**src/rtl/icache_responder.sv**
```systemverilog
// Direct-mapped, one-word-per-frame instruction cache. It answers datapath fetches
// combinationally on a hit and refills misses from the memory controller.
module icache_responder #(
  parameter int SETS   = 16,
  parameter int WORD_W = 32
) (
  input  logic              CLK,
  input  logic              nRST,
  input  logic              imemREN,
  input  logic [WORD_W-1:0] imemaddr,
  output logic              ihit,
  output logic [WORD_W-1:0] imemload,
  input  logic              flush,
  output logic              iREN,
  output logic [WORD_W-1:0] iaddr,
  input  logic              iwait,
  input  logic [WORD_W-1:0] iload,
  output logic [31:0]       hit_cnt,
  output logic [31:0]       miss_cnt
);

  localparam int IDX_W = $clog2(SETS);
  localparam int TAG_W = WORD_W - IDX_W - 2;

  typedef enum logic {IDLE, FETCH} state_e;

  state_e            state_q, state_d;
  logic [SETS-1:0]   valid_q, valid_d;
  logic [TAG_W-1:0]  tag_q  [SETS];
  logic [TAG_W-1:0]  tag_d  [SETS];
  logic [WORD_W-1:0] data_q [SETS];
  logic [WORD_W-1:0] data_d [SETS];
  logic [WORD_W-1:0] miss_addr_q, miss_addr_d;
  logic [31:0]       hit_cnt_q, hit_cnt_d;
  logic [31:0]       miss_cnt_q, miss_cnt_d;

  logic [IDX_W-1:0]  req_idx, miss_idx;
  logic [TAG_W-1:0]  req_tag, miss_tag;
  logic              hit;

  function automatic logic [31:0] sat_inc(input logic [31:0] v);
    return (v == 32'hFFFF_FFFF) ? v : v + 32'd1;
  endfunction

  assign req_idx  = imemaddr[IDX_W+1:2];
  assign req_tag  = imemaddr[WORD_W-1:IDX_W+2];
  assign miss_idx = miss_addr_q[IDX_W+1:2];
  assign miss_tag = miss_addr_q[WORD_W-1:IDX_W+2];

  always_comb begin
    state_d     = state_q;
    valid_d     = valid_q;
    tag_d       = tag_q;
    data_d      = data_q;
    miss_addr_d = miss_addr_q;
    hit_cnt_d   = hit_cnt_q;
    miss_cnt_d  = miss_cnt_q;
    hit         = 1'b0;
    ihit        = 1'b0;
    imemload    = '0;
    iREN        = 1'b0;
    iaddr       = '0;

    case (state_q)
      IDLE: begin
        // A flush cycle never reports a hit, even for a frame that is still valid.
        hit  = imemREN & ~flush & valid_q[req_idx] & (tag_q[req_idx] == req_tag);
        ihit = hit;
        if (hit) begin
          imemload  = data_q[req_idx];
          hit_cnt_d = sat_inc(hit_cnt_q);
        end
        if (flush) valid_d = '0;
        if (imemREN && !hit) begin
          // Byte-offset bits are masked, the refill is always word aligned.
          miss_addr_d = {imemaddr[WORD_W-1:2], imemaddr[1:0] & 2'b00};
          miss_cnt_d  = sat_inc(miss_cnt_q);
          state_d     = FETCH;
        end
      end
      FETCH: begin
        iREN  = 1'b1;
        iaddr = miss_addr_q;
        if (flush) valid_d = '0;
        // The refill completes into the latched frame even if the fetch was squashed;
        // a concurrent flush loses to the fill for that one frame.
        if (!iwait) begin
          valid_d[miss_idx] = 1'b1;
          tag_d[miss_idx]   = miss_tag;
          data_d[miss_idx]  = iload;
          state_d           = IDLE;
        end
      end
      default: state_d = IDLE;
    endcase
  end

  always_ff @(posedge CLK or negedge nRST) begin
    if (!nRST) begin
      state_q     <= IDLE;
      valid_q     <= '0;
      miss_addr_q <= '0;
      hit_cnt_q   <= '0;
      miss_cnt_q  <= '0;
    end else begin
      state_q     <= state_d;
      valid_q     <= valid_d;
      miss_addr_q <= miss_addr_d;
      hit_cnt_q   <= hit_cnt_d;
      miss_cnt_q  <= miss_cnt_d;
    end
  end

  // Tag and data storage carry no reset; the valid bits alone qualify them.
  always_ff @(posedge CLK) begin
    tag_q  <= tag_d;
    data_q <= data_d;
  end

  assign hit_cnt  = hit_cnt_q;
  assign miss_cnt = miss_cnt_q;

endmodule

```
**config.mk**
```make
export PLATFORM = sky130hd
export DESIGN_NAME = icache_responder
export DESIGN_NICKNAME = d
export VERILOG_FILES = /design/src/rtl/icache_responder.sv
export SDC_FILE = /design/constraint.sdc
export NUM_CORES = 1
export LEC_CHECK = 0
export CAP_MARGIN = 40
export CORE_ASPECT_RATIO = 1.5
export CORE_UTILIZATION = 54
export DETAILED_ROUTE_END_ITERATION = 16
export GPL_ROUTABILITY_DRIVEN = 1
export MAX_ROUTING_LAYER = met4
export PLACE_DENSITY = 0.75
export SKIP_LAST_GASP = 1
export SYNTH_ARGS = -nofsm -noshare
export SYNTH_HDL_FRONTEND = slang
export SYNTH_SLANG_ARGS = --single-unit
export TNS_END_PERCENT = 30
```
**constraint.sdc**
```tcl
create_clock -name CLK -period 5.09 [get_ports CLK]
set_input_delay 0.509 -clock CLK [delete_from_list [all_inputs] [get_ports CLK]]
set_output_delay 0.509 -clock CLK [all_outputs]
set_load 0.01 [all_outputs]
```
## Word-level counts from Yosys, hierarchy flattened

Index checks and enable logic that the tools add are counted.

| word-level totals | value |
|---|---|
| register bits | 1039 |
| output and inout port bits | 130 |
| bits of input ports | 69 |

| operators by class | value |
|---|---|
| mux-type cells | 28 |
| add/sub/neg operators | 2 |
| equality and inequality tests | 3 |
| order comparisons | 6 |
| bitwise gates (word level) | 11 |
| reductions and logical operators | 8 |

Operator list:

| kind | count |
|---|---|
| $bwmux W512 | 1 |
| $bwmux W416 | 1 |
| $mux W32 | 6 |
| $bmux W32 S4 | 1 |
| $demux W32 S4 | 1 |
| $bmux W26 S4 | 1 |
| $demux W26 S4 | 1 |
| $mux W26 | 3 |
| $add A32 B1 Y32 const B | 2 |
| $eq A32 B32 Y1 const B | 2 |
| $mux W16 | 3 |
| $pmux W16 S2 | 1 |
| $eq A26 B26 Y1 | 1 |
| $or A16 B16 Y16 | 1 |
| $ge A5 B5 Y1 const B | 2 |
| $lt A4 B5 Y1 const B | 2 |
| $not A4 Y5 | 2 |
| $mux W1 | 6 |
| $reduce_and A3 Y1 | 2 |
| $lt A5 B1 Y1 const B | 1 |
| $not A1 Y1 | 5 |
| $bmux W1 S4 | 1 |
| $demux W1 S4 | 1 |
| $ge A4 B1 Y1 const B | 1 |
| other kinds (5) | 10 |

## Logic depth before layout (Yosys ltp)

| logic depth | value |
|---|---|
| word-level depth | 10 |
| gate-level depth with buffers | 16 |
| depth with buffers taken out | 9 |

## Worst setup path before layout

Ideal clock, no wire load.

| path | value |
|---|---|
| path kind | flip-flop to flip-flop |
| from | register state_q |
| to | register data_q[384] in the netlist's numbering, enable pin |
| arrival | 4904 ps |
| slack | -362 ps |
| cell stages (with the launch flop) | 5 |
| setup time | 548 ps |
| required time | 4542 ps |
| cell sequence | dfrtp_1 clkbuf_1 and2_1 nand2_1 nor3_1 |

| on the way | value |
|---|---|
| cells in the longest elaborated chain, start to end | 1 |

Ends and longest elaborated chain:

| element | RTL line | source |
|---|---|---|
| start: declaration | 27 | `state_e state_q, state_d;` |
| start signal: assignment | 106 | `state_q <= state_d;` |
| $reduce_and A2 Y1 (no source line) | - |  |
| end signal: assignment | 117 | `data_q <= data_d;` |
| end: declaration | 31 | `logic [WORD_W-1:0] data_q [SETS];` |

No other way between the ends.
A chain may end at the register's enable or synchronous reset.

## Final worst setup path

| path | value |
|---|---|
| from | register tag_q[275] in the netlist's numbering |
| to | output port imemload[1] |

| on the way | value |
|---|---|
| cells in the longest elaborated chain, start to end | 7 |

Ends and longest elaborated chain:

| element | RTL line | source |
|---|---|---|
| start: declaration | 29 | `logic [TAG_W-1:0] tag_q [SETS];` |
| start signal: assignment | 116 | `tag_q <= tag_d;` |
| $bmux W26 S4 | 67 | `hit = imemREN & ~flush & valid_q[req_idx] & (tag_q[req_idx] == req_tag);` |
| $mux W26 (implied by the code) (2 in a row) | 67 |  |
| $eq A26 B26 Y1 | 67 |  |
| $and A1 B1 Y1 | 67 |  |
| $mux W32 | 69 | `if (hit) begin` |
| $mux W32 | 64 | `case (state_q)` |
| end: declaration | 12 | `output logic [WORD_W-1:0] imemload,` |

No other way between the ends. The select of a mux whose other input is x is not followed.

==> metrics.yaml <==
global_route:
  grt_antenna_before_repair: 4
  use_met2_pct: 43.40
  grt_pass1_vias: 21990
  grt.met3_usage_pct: 4.532
  grt_start_max_net_pins: 56
  gr-usage-met1_pct: 32.42
  grt_pass1_wl_mm: 141.7
  top_usage_layer: "met2"
  grtUsageTotal_pct: 26.33
  gr-total-overflow: 0
drt:
  vias: 21020
  final_antenna_net_count: 0
  drt_wl_total_mm: 96.35
  firstDrtPassIters: 5
  drc: 0
  wl_per_cell_um: 28.67
  viasPerCell: 6.253
  drtIter0Drc: 1821
pwr:
  power.density_nw_per_um2: 383.9
  worst_ir_drop_vdd_mv: 0.3615
  p_leak_uw: 0.01583
  finalPower_uw: 18350
floorplan:
  die_area_um2: 77260
  coreArea_um2: 75100
  die_w_um: 227.3
  die_h_um: 339.9
  start_util_pct: 54.74
  row_count: 123
  ios: 199
sta:
  fin_crit_ns: 4.998
  rsz0062_at_grt: "no"
  finalCritPeriodShare_pct: 98.19
  fmaxAchievable_ghz: 0.2001
  whs_ns: 0.4350
  tightestPinTransition_ns: 0.8411
  slew_headroom_pct: 43.93
  setup_ws_ns: 0.09194
  setup_violations: 0
  drv_slew: 0
  final-hold-violation-count: 0
  clock_skew_ns: 0.02253
logic_synthesis:
  netlist_instances: 2014
  ys_warn_count: 0
  yosys.cell_types.count: 59
  synth_edf_count: 928
  synth_area_per_cell_um2: 20.41
  synth-seq-area-share_pct: 74.54
  ys_ff_latch: 1039
  syn_area_um2: 41110
  synth_top_area_share_pct: 67.79
  synth_top_area_cell: "edfxtp_1"
  synth_flop_cell: "edfxtp_1"
  async_flop_share_pct: 10.68
  yosys-top-cells-area: "edfxtp_1 (68%), mux4_2 (13%), dfrtp_1 (6.8%)"
placement:
  place_congestion: 0.8195
  placed_area_um2: 44790
  dp_slack_ns: 0.2188
  port_buffers: 194
  hpwlAfterDp_mm: 54.50
clock_tree:
  path_clk_slew_ns: 0.06
  clock-sinks: 1039
  numCtsBuffers: 94
  cts_buffer_depth: 3
  clk_latency_ns: 0.66
  cts.htree.levels: 3
  cts_tree: "yes"
  postCtsSetupBuffers: 0
  cts_root_buffer: "clkbuf_16"
final_layout:
  drive_above_1_share_pct: 22.06
  fin_nets: 2354
  syn_to_final_growth_pct: 16.26
  final_cell_area_um2: 47790
worst_setup_path:
  path_max_fanout: 32
  criticalPathCategory: "reg2out"
  cp_data_arrival_time_ns: 4.49
  crit_required_ns: 4.58
  start_kind: "flop"
  end_kind: "primary output"
status:
  status: "complete, no violations"
flow_run:
  cap_violations: 0
min_path:
  hold_class: "in2async"
cell type report:
class	instances	area [um2]
fill	5009	27310
inverter	9	35.03
antenna	4	10.01
tap	1000	1251
sequential	1039	30650
timing repair buffer	278	2801
clock buffer	110	2434
clock inverter	60	548.0
multi-input combinational	861	10070
stage by stage:
stage | setup TNS [ns] | utilization (%) | instances
3_5_place_dp | 0 | 59.63 | 3186
4_1_cts | 0 | 63.62 | 3357
6_report | 0 | 63.64 | 3361
2_1_floorplan | -34.69 | - | 2015
5_1_grt | 0 | 63.64 | 3361
3_3_place_gp | 0 | 59.50 | 3182
registers in the layout, indices dropped and copies added (netlist names):
register,cells
valid_q,16
tag_q,416
hit_cnt,32
state_q,1
data_q,512
miss_addr_q,30
miss_cnt,32
worst max-delay path: stages (launching register included):
cell             delay (ns)
edfxtp_1               0.38
mux4_2                 0.47
mux4_2                 0.49
xnor2_1                0.27
nand2_1                0.21
nor2_1                 0.17
nand4_1                0.11
or4_2                  0.73
buf_12                 0.21
nor2b_1                0.20
clkdlybuf4s50_1        0.57
path summary, 6_finish.rpt:
| check | from | to | slack [ns] | cells after the start |
|---|---|---|---|---|
| setup reg to reg | tag_q[17] | hit_cnt[5] | 1.32 | 11 |
| hold reg to reg | valid_q[7] | valid_q[7] | 0.48 | 1 |
| min in group CLK | valid_q[7] | valid_q[7] | 0.48 | 1 |
| max in group asynchronous | nRST | state_q | 3.61 | 3 |
| setup / recovery | tag_q[275] | imemload[1] | 0.09 | 10 |
| hold / removal | nRST | miss_cnt[19] | 0.43 | 2 |
synth_stat cells, drive strengths merged (6+ instances only):
library cell	number
a211oi	8
a21o	18
a221oi	6
a22oi	16
and2	41
and3	6
buf	54
clkbuf	52
dfrtp	111
edfxtp	928
inv	9
mux2	39
mux2i	80
mux4	239
nand2	52
nand3	29
nand4	13
nor2	37
nor2b	43
nor3	24
nor3b	12
nor4	22
nor4b	9
o21ai	6
xnor2	52
xor2	51
power breakdown:
part           switching [uW]  leakage (uW)  internal, uW
clock                    3090       0.00146          3800
combinational             743       0.00458           624
sequential                329       0.00978          9760
kinds of logic (layout without fill, tap and decap cells):
| logic type | count (synthesis) | after routing | share of synthesized area, % |
|---|---|---|---|
| DFF | 1039 | 1039 | 74.54 |
| other | 1 | 6 | 0.009122 |
| muxes | 358 | 358 | 16.11 |
| AOI/OAI and AO/OA | 81 | 81 | 1.458 |
| buffers and inverters | 115 | 457 | 1.309 |
| and+or+nand+nor | 315 | 315 | 4.316 |
| xor gates and xnor gates | 103 | 103 | 2.194 |
| adders and majority gates | 2 | 2 | 0.06086 |
cells in the final DEF (no fill, tap or decap), types with 9 or more instances in the layout:
cell type	instances
a22oi_1	16
and2_1	40
buf_12	13
mux4_2	239
clkbuf_16	95
buf_4	68
nor3b_1	12
mux2_1	11
clkinv_1	18
dfrtp_1	110
nor4_1	21
mux2_2	28
nand3_1	29
clkdlybuf4s50_1	189
nand2_1	52
xor2_1	51
clkinv_2	22
nor2_1	24
clkbuf_1	15
nor4b_1	9
a21o_1	18
nor2_4	13
xnor2_1	52
nor2b_1	43
nor3_1	20
edfxtp_1	928
nand4_1	13
mux2i_1	80
layer usage:
metal / up-vias / part of all wire [%]
met5: - / 0
met4: 0 / 3.7
met3: 252 / 8.0
met2: 1017 / 52
met1: 11010 / 36
li1: 8736 / -
repair_timing:
action / CTS / global route
hold endpoints to repair: 44 / 0
hold buffers: 1 / 0
gates resized for setup: 0 / 1
setup endpoints to repair: 0 / 4
Note: power is estimated with default switching activity, not from simulation.
